`src/rtl/seg_pkg.sv`:
```
// seg_pkg: shared BCD digit type, digit count and load clamp helper
package seg_pkg;
  typedef logic [3:0] bcd_t;
  localparam int NUM_DIGITS = 8;
  localparam bcd_t BCD_MAX = 4'd9;
  function automatic bcd_t bcd_clamp(bcd_t v);
    return v > BCD_MAX ? BCD_MAX : v;
  endfunction
endpackage

```
`src/rtl/bcd_digit_cell.sv`:
```
// bcd_digit_cell: combinational single-digit BCD increment/decrement with carry/borrow
module bcd_digit_cell
  import seg_pkg::*;
(
  input  bcd_t d_in,
  input  logic up,
  input  logic cin,
  output bcd_t d_out,
  output logic cout
);
  assign cout = cin & (up ? d_in == BCD_MAX : d_in == 4'd0);
  assign d_out = !cin ? d_in : cout ? (up ? 4'd0 : BCD_MAX) : (up ? d_in + 4'd1 : d_in - 4'd1);
endmodule

```
`src/rtl/bcd_counter8.sv`:
```
// bcd_counter8: eight-digit BCD up/down counter with prescaler, clamped load and wrap pulse
module bcd_counter8
  import seg_pkg::*;
#(
  parameter int CLK_HZ = 100_000_000,
  parameter int TICK_HZ = 10
) (
  input  logic                    clk,
  input  logic                    rst_n,
  input  logic                    en,
  input  logic                    up,
  input  logic                    load,
  input  logic [NUM_DIGITS*4-1:0] load_val,
  output logic [NUM_DIGITS*4-1:0] digits,
  output logic                    tick,
  output logic                    wrap
);
  localparam int DIV = CLK_HZ / TICK_HZ;
  localparam int PW = $clog2(DIV);
  logic [PW-1:0] pcnt;
  logic [NUM_DIGITS:0] c;
  logic [NUM_DIGITS*4-1:0] nxt, ld;
  assign tick = pcnt == PW'(DIV - 1);
  assign c[0] = tick & en;
  for (genvar i = 0; i < NUM_DIGITS; i++) begin : g_digit
    bcd_digit_cell u_cell (
      .d_in (digits[4*i+:4]),
      .up   (up),
      .cin  (c[i]),
      .d_out(nxt[4*i+:4]),
      .cout (c[i+1])
    );
    assign ld[4*i+:4] = bcd_clamp(load_val[4*i+:4]);
  end
  always_ff @(posedge clk) begin
    if (!rst_n) begin
      pcnt <= '0;
      digits <= '0;
      wrap <= 1'b0;
    end else begin
      pcnt <= tick ? '0 : pcnt + PW'(1);
      digits <= load ? ld : nxt;
      wrap <= !load & c[NUM_DIGITS];
    end
  end
endmodule

```
`config.mk`:
```
export PLATFORM = sky130hd
export DESIGN_NAME = bcd_counter8
export DESIGN_NICKNAME = d
export VERILOG_FILES = /design/src/rtl/seg_pkg.sv /design/src/rtl/bcd_digit_cell.sv /design/src/rtl/bcd_counter8.sv
export SDC_FILE = /design/constraint.sdc
export NUM_CORES = 1
export LEC_CHECK = 0
export CAP_MARGIN = 20
export CORE_ASPECT_RATIO = 1.75
export CORE_MARGIN = 2
export CORE_UTILIZATION = 25
export DETAILED_ROUTE_END_ITERATION = 7
export SETUP_SLACK_MARGIN = 0.15
export SKIP_LAST_GASP = 1
export SLEW_MARGIN = 20
export SYNTH_ARGS = -nofsm -noshare
export SYNTH_HDL_FRONTEND = slang
export SYNTH_SLANG_ARGS = --single-unit
```
`constraint.sdc`:
```
create_clock -name clk -period 3.5 [get_ports clk]
set_input_delay 0.7 -clock clk [delete_from_list [all_inputs] [get_ports clk]]
set_output_delay 0.7 -clock clk [all_outputs]
set_load 0.01 [all_outputs]
```
==> flow_metrics.tcl <==
set metrics [dict create \
    drt-initial-drc-count 88 \
    die-area_mm2 0.01587 \
    fin_skew_ps 7.647 \
    cts.sinks 57 \
    clk_latency_ps 340 \
    yosysUniqueCellTypes 59 \
    timing_hold_violations_final 0 \
    syn-num-nets 504 \
    dp_hpwl_mm 8.709 \
    viasPerCell 5.201 \
    crit_fanout 36 \
    min_path_type "reg2reg" \
    tns_ps 0 \
    finalPower_mw 2.141 \
    synth.largest_area_cell "dfxtp_1" \
    finish.utilization_pct 35.16 \
    nNetsFinal 587 \
    worstPathArrival_ps 3400 \
    fin_area_mm2 0.005077 \
    clk_pin_slew_ps 50 \
    power_frac_comb_pct 18.0 \
    grt_pass1_wl_mm 18.29 \
    die_y_um 165.2 \
    path_class "in2reg" \
    drt-total-wl_mm 11.58 \
    setup_viol 0 \
    place_area_mm2 0.004732 \
    cts_hold_buf 0 \
    async_reset_ff_share_pct 0 \
    grt_overflow 0 \
    netSwitchingFraction_pct 25.81 \
    multi_input_area_mm2 0.002456 \
    maxCapViolations 0 \
    grt_usage_pct 15.00 \
    vias 3693 \
    vdd_drop_max_mv 0.1909 \
    final_common_cell "clkdlybuf4s50_1" \
    synth_top_area_share_pct 30.75 \
    area_growth_pct 36.82 \
    wirelength_met1_mm 4.268 \
    fmax_mhz 315.3 \
    port_buffers 70 \
    pwr-share-seq_pct 33.7 \
    final_cell_mix "70 x clkdlybuf4s50_1, 57 x dfxtp_1, 56 x nor2_1" \
    cts-root-buf "clkbuf_16" \
    yosys_register_bits 57 \
    synth-edff-count 0 \
    p_sw_mw 0.5525 \
    drt_pass1_iterations 4 \
    yosys-top-cells-area "dfxtp_1 31%, xnor2_1 6.1%, ha_1 5.7%" \
    gp_congestion 0.7960 \
    place_inst 694 \
    topRoutingLayerUsed "met4" \
    slew_viol_final 0 \
    die_x_um 96.10 \
    seqCellArea_mm2 0.001141 \
    synthFlopType "dfxtp_1" \
    grt_max_degree 37 \
    wl_met3_um 717 \
    intPower_mw 1.588 \
    critPathCaptureType "register" \
    min_period_over_period_pct 90.61 \
    cts_resized 0 \
    antenna_found_initial 0 \
    status "completed" \
    drc 0 \
    postSynthCellCount 442 \
    max_slew_margin_pct 51.77 \
    postRouteAntennaNets 0 \
    p_clk_share_pct 48.3 \
    grt_pass1_vias 3720 \
    power_density_mw_per_mm2 421.6 \
    cts_tree "yes" \
    required_ps 3730 \
    cts_made_buffers 9 \
    antenna_cells 0 \
    wl_met2_mm 6.336 \
    worst_slew_pin_slew_ps 719.1 \
    ys_warn_count 0 \
    start_kind "input pin" \
    ys_seq_area_share_pct 30.75 \
    stdcell_count 710 \
    io_pins 71 \
    rsz0062_at_grt "false" \
    drive_gt1_share_pct 8.302 \
    cts_setup_buffers 0 \
    num_rows 58 \
    wl_per_cell_um 16.31 \
    synth_area_mm2 0.003711 \
    core_mm2 0.01444 \
    start_util_pct 25.70 \
    nFillCells 1497 \
    syn_avg_cell_area_um2 8.396 \
    p_leak_nw 1.920 \
    htreeDepth 3 \
    ctsLongestPathBuffers 2 \
    fin_crit_ps 3171 \
]
-- cells by family after synthesis --
family	after synthesis	share of synthesized area, %
DFF	57	30.75
AOI/OAI and AO/OA	117	20.84
adders and majority gates	25	10.05
xor gates and xnor gates	46	10.86
buffers and inverters	28	3.068
and+or+nand+nor	166	23.60
muxes	3	0.8429
-- power groups by stage --
stage / Clock [mW] / Combinational (mW) / Sequential, mW
finish: 1.03 / 0.385 / 0.722
global route: 1.08 / 0.426 / 0.726
CTS: 1.05 / 0.388 / 0.722
detailed placement: 0 / 0.385 / 0.735
global placement: 0 / 0.381 / 0.733
floorplan: 0 / 0.203 / 0.734
-- worst paths after layout --
path | start | end | slack, ps | cells after the start
max | up | digits[16] | 330 | 8
min | pcnt[0] | pcnt[0] | 460 | 1
max reg2reg | pcnt[0] | digits[16] | 440 | 7
min reg2reg | pcnt[0] | pcnt[0] | 460 | 1
-- layer usage --
layer  vias up  track usage (%)
li1       1793                -
met1      1774            14.89
met2       108            28.95
met3        18            3.811
met4         0            5.390
met5         -                0
-- synthesized netlist by cell type (6+ instances only) --
cell / count
ha_1: 17
a21oi_1: 23
nand4_1: 6
inv_1: 10
or3_1: 6
nand2_1: 21
nor3_1: 16
and3_1: 9
clkbuf_1: 15
dfxtp_1: 57
nand3_1: 18
nor2_1: 56
o21a_1: 6
a221oi_1: 7
fa_1: 8
xor2_1: 20
a21o_1: 9
xnor2_1: 26
a31oi_1: 9
o21ai_0: 28
a211oi_1: 7
-- stage by stage --
step	hold slack (ps)	setup slack, ps
after floorplan	429.5	439.3
after global routing	478.8	211.1
after detailed placement	455.4	40.58
after global placement	450.8	111.6
after CTS	466.8	330.1
final	462.2	328.6
-- state kept, by name, indices dropped and copies added (netlist names) --
register,flops
digits,32
pcnt,24
wrap,1
-- worst max-delay path, stage by stage --
cell	delay [ps]
clkdlybuf4s50_1	530
buf_12	220
nand3_1	140
a211o_1	300
or4_1	740
nor3_4	330
xnor2_1	130
a221oi_2	300
-- cell type report --
class | count | area share, %
Multi-Input combinational cell | 357 | 48.37
Sequential cell | 57 | 22.47
Timing Repair Buffer | 89 | 17.10
Clock buffer | 11 | 4.781
Tap cell | 180 | 4.436
Clock inverter | 5 | 2.021
Inverter | 11 | 0.8132
(Power assumes the default switching activity.)
==> patch 1 (same flow settings) <==
Register the output `digits` once more, cleared by the reset; this adds one clock of latency there. The other outputs are not delayed to match.
--- a/src/rtl/bcd_counter8.sv
+++ b/src/rtl/bcd_counter8.sv
@@ -17,6 +17,8 @@
 );
   localparam int DIV = CLK_HZ / TICK_HZ;
   localparam int PW = $clog2(DIV);
+
+  logic [NUM_DIGITS*4-1:0] digits_s0;
   logic [PW-1:0] pcnt;
   logic [NUM_DIGITS:0] c;
   logic [NUM_DIGITS*4-1:0] nxt, ld;
@@ -24,7 +26,7 @@
   assign c[0] = tick & en;
   for (genvar i = 0; i < NUM_DIGITS; i++) begin : g_digit
     bcd_digit_cell u_cell (
-      .d_in (digits[4*i+:4]),
+      .d_in (digits_s0[4*i+:4]),
       .up   (up),
       .cin  (c[i]),
       .d_out(nxt[4*i+:4]),
@@ -35,13 +37,21 @@
   always_ff @(posedge clk) begin
     if (!rst_n) begin
       pcnt <= '0;
-      digits <= '0;
+      digits_s0 <= '0;
       wrap <= 1'b0;
     end else begin
       pcnt <= tick ? '0 : pcnt + PW'(1);
-      digits <= load ? ld : nxt;
+      digits_s0 <= load ? ld : nxt;
       wrap <= !load & c[NUM_DIGITS];
     end
   end
+  always_ff @(posedge clk) begin
+    if (!rst_n) begin
+      digits <= '0;
+    end else begin
+      digits <= digits_s0;
+    end
+  end
+
 endmodule
 
Function: changed (a bounded check fails within 4 cycles, from zero or initial values and one cycle with rst_n low).
==> patch 1 against the original RTL <==
Total power rose by 21%. Non-clock buffer count shrank 2. Worst setup slack improved by 0.25 ns. Largest cell class unchanged. Sequential cell count grew 32. Routed wire length rose by 8.7%. Sequential power grew 52%. Clock skew about the same. Area after synthesis rose by 27%. Highest routed layer unchanged. Cell area rose by 20%.
==> patch 1: results (changes against the original RTL) <==
status: "finished clean"
drive_gt1_share_pct: 9.29  # +0.99 points
critical_path_class: "reg -> out"
yosys.cell_types.count: 72  # +22%
synth_commonest_cells: "dfxtp_1 (89), nor2_1 (56), nand2_1 (29)"
drt_first_pass_iters: 4  # unchanged
power_leakage_nw: 2.36  # +23%
drt-initial-drc-count: 159  # +81%
track_usage_pct: 13.1  # -1.9 points
synth_seq_area_share_pct: 37.7  # +6.9 points
path_delay_family: "simple AND/OR/NAND/NOR gates"
holdWs_ns: 0.459  # -0.00310 ns
cp_max_fo: 4  # -89%
fmax_mhz: 343  # +8.7%
hpwl_um: 9580  # +10%
root_buffer: "clkbuf_16"
viasPerCell: 4.84  # -7.0%
r2r_end: "digits_s0[31]$_SDFFE_PN0P_"
crit_path_end: "tick"
clkPwrFrac_pct: 42.9  # -5.4 points
vdd_drop_max_v: 0.000243  # +27%
rr_worst_depth: 6  # -1
switching_power_mw: 0.629  # +14%
pre_cts_ws_ns: 0.255  # +0.214 ns
critical_path_arrival_ns: 2.22  # -1.18 ns
synthTopCellsByArea: "dfxtp_1 (38%), xor2_1 (4.6%), ha_1 (4.5%)"
critPathSlowestCell: "clkdlybuf4s50_1"
switching_share_pct: 24.4  # -1.4 points
relSlewSlack_pct: 53.5  # +1.7 points
gp_congestion: 0.798  # +0.30%
grt_pass1_vias: 4076  # +9.6%
totalWireLength_um: 12600  # +8.7%
cpPeakStageDelay_ns: 0.59  # -0.15 ns
fin_skew_ns: 0.00808  # +0.000438 ns
ctsResizeCount: 0  # unchanged
dpl-instance-area_sq_um: 5780  # +22%
port_buffers: 70  # unchanged
grt_pass1_wl_um: 20300  # +11%
seq-power_mw: 1.10  # +52%
top_regs: "digits x32, digits_s0 x32, pcnt x24"
grt_max_degree: 51  # +38%
syn_nets: 583  # +16%
yosysTopAreaCellShare_pct: 37.7  # +6.9 points
hold_path_end: "pcnt[0]$_SDFF_PP0_"
r2r_slack_ns: 1.12  # +0.68 ns
fin_nets: 662  # +13%
clk_latency_ns: 0.35
r2r_start: "pcnt[15]$_SDFF_PP0_"
-- patch 1: metrics by stage --
stage / utilization (%) / cells
detailed placement: 31.1 / 827
CTS: 32.9 / 841
global placement: 31.1 / 827
floorplan: - / 521
finish: 32.9 / 841
global route: 32.9 / 841
-- patch 1: cell type report --
type	count	area, sq um
fillers	1932	12500
multi-input cells	399	2820
flip-flops and latches	89	1780
repair buffers	87	828
well taps	238	298
clock buffers	11	243
clock inverters	3	90.1
inverters	14	53.8
-- patch 1: cells by family after synthesis --
| family | count (synthesis) | synth area share [%] |
|---|---|---|
| mux | 10 | 2.20 |
| buf+inv | 33 | 2.83 |
| xor+xnor | 42 | 7.78 |
| simple gates | 214 | 25.4 |
| compound gates | 108 | 16.2 |
| fa+ha+maj | 25 | 7.88 |
| flops | 89 | 37.7 |
-- patch 1: routing by layer --
layer	vias up	GRT usage [%]	share of wire, %
met5	-	0	0
met2	93	24.8	54
li1	2027	-	-
met3	21	2.56	3.6
met1	1929	13.4	39
met4	0	6.46	3.2
==> patch 2 (same flow settings) <==
Without the edit above. `CLK_HZ`: 100_000_000 -> 400_000_000.
--- a/src/rtl/bcd_counter8.sv
+++ b/src/rtl/bcd_counter8.sv
@@ -2,7 +2,7 @@
 module bcd_counter8
   import seg_pkg::*;
 #(
-  parameter int CLK_HZ = 100_000_000,
+  parameter int CLK_HZ = 400_000_000,
   parameter int TICK_HZ = 10
 ) (
   input  logic                    clk,
Formal check against the unedited RTL: no difference found for any inputs over 10 cycles, from zero or initial values and one cycle with rst_n low; that may be too few to reach the edited logic, so the function may still have changed.
==> patch 2 against the original RTL <==
Critical path depth fell by 2. Area after synthesis rose by 8.1%. Sequential cell count rose by 2. Total power fell by 6.4%. Global-route usage fell by 1.6 points. Cell area rose by 3.8%. Routed wire length fell by 4.1%. Worst setup slack improved by 0.25 ns.
==> patch 2: results (changes against the original RTL) <==
yosys.cell_types.count: 66  # +12%
syn_nets: 535  # +6.2%
track_usage_pct: 13.4  # -1.6 points
hold_path_end: "pcnt[0]$_SDFF_PP0_"
grt_pass1_vias: 3844  # +3.3%
switching_share_pct: 27.2  # +1.4 points
relSlewSlack_pct: 49.1  # -2.7 points
status: "finished clean"
drt_first_pass_iters: 5  # +1
hpwl_um: 8490  # -2.5%
critical_path_arrival_ns: 2.23  # -1.17 ns
clk_latency_ns: 0.34  # about the same
drt-initial-drc-count: 93  # +5.7%
cp_max_fo: 4  # -89%
ctsResizeCount: 0  # unchanged
synthTopCellsByArea: "dfxtp_1 (29%), xnor2_1 (5.5%), ha_1 (5.3%)"
drive_gt1_share_pct: 8.68  # +0.38 points
viasPerCell: 5.12  # -1.6%
fin_skew_ns: 0.0118  # +0.00411 ns
gp_congestion: 0.842  # +5.7%
top_regs: "digits x32, pcnt x26, wrap x1"
r2r_slack_ns: 1.11  # +0.67 ns
power_leakage_nw: 1.99  # +3.7%
grt_pass1_wl_um: 18300  # -0.19%
power_frac_comb_pct: 18.5  # +0.5 points
fin_nets: 610  # +3.9%
r2r_end: "digits[15]$_SDFFE_PN0P_"
totalWireLength_um: 11100  # -4.1%
## patch 2: changes by cell type after synthesis, sizes merged, moves of 4 or more
cell | unedited run | this run
a31oi | 9 | 5
a21oi | 23 | 32
nor2b | 1 | 9
buf | 2 | 9
nor2 | 57 | 47
and3 | 9 | 14
clkbuf | 15 | 11
o21a | 6 | 14
nand2 | 21 | 28
nand3 | 19 | 26
a221oi | 8 | 0
o31ai | 5 | 14
a211oi | 8 | 3
## patch 2: per-layer routing
layer  up-vias  track usage, %  share of wire, %
li1       1876               -                 -
met1      1827            13.3                38
met2        74            25.7                56
met3        20            2.80               3.5
met4         0            6.73               3.0
met5         -               0                 0
## patch 2: area by class of cell
cell class / instances / area [sq um]
fillers: 1629 / 10500
multi-input cells: 386 / 2710
flip-flops and latches: 59 / 1180
repair buffers: 84 / 818
clock buffers: 11 / 243
well taps: 189 / 236
clock inverters: 5 / 52.6
inverters: 8 / 30.0
## patch 2: cells by family (layout without fill, tap and decap cells)
| group | Yosys count | count (layout) | synth area share, % |
|---|---|---|---|
| and+or+nand+nor | 188 | 188 | 26.9 |
| xor gates and xnor gates | 44 | 44 | 9.60 |
| buffers and inverters | 28 | 108 | 3.02 |
| AOI/OAI and AO/OA | 123 | 123 | 20.2 |
| adders and majority gates | 25 | 25 | 9.29 |
| DFF | 59 | 59 | 29.4 |
| muxes | 6 | 6 | 1.53 |
## patch 2: through the flow
stage | cells | hold slack (ns) | worst slack (ns)
6_report | 742 | 0.467 | 0.575
5_1_grt | 742 | 0.515 | 0.413
4_1_cts | 742 | 0.468 | 0.548
3_5_place_dp | 726 | 0.463 | 0.261
3_3_place_gp | 726 | 0.435 | 0.288
2_1_floorplan | 473 | 0.426 | 0.538
## patch 2: worst max-delay path by stage
stage                                         end  depth (start not counted)
final                                        tick                          6
after global routing                         tick                          6
after global placement    digits[27]$_SDFFE_PN0P_                          8
after detailed placement  digits[23]$_SDFFE_PN0P_                          8
after CTS                                    tick                          6
after floorplan           digits[23]$_SDFFE_PN0P_                         11
## patch 2: power groups by stage
stage | registers (mW) | logic, mW | clock network (mW)
CTS | 0.744 | 0.373 | 0.911
detailed placement | 0.758 | 0.371 | 0
global placement | 0.756 | 0.364 | 0
global route | 0.748 | 0.413 | 0.933
floorplan | 0.755 | 0.211 | 0
finish | 0.743 | 0.371 | 0.890
## patch 2: critical path, stage by stage (launching register included)
cell,delay [ns]
dfxtp_1,0.37
ha_1,0.22
nand3_1,0.11
nor2_1,0.27
nand3_1,0.23
inv_1,0.14
clkdlybuf4s50_1,0.54
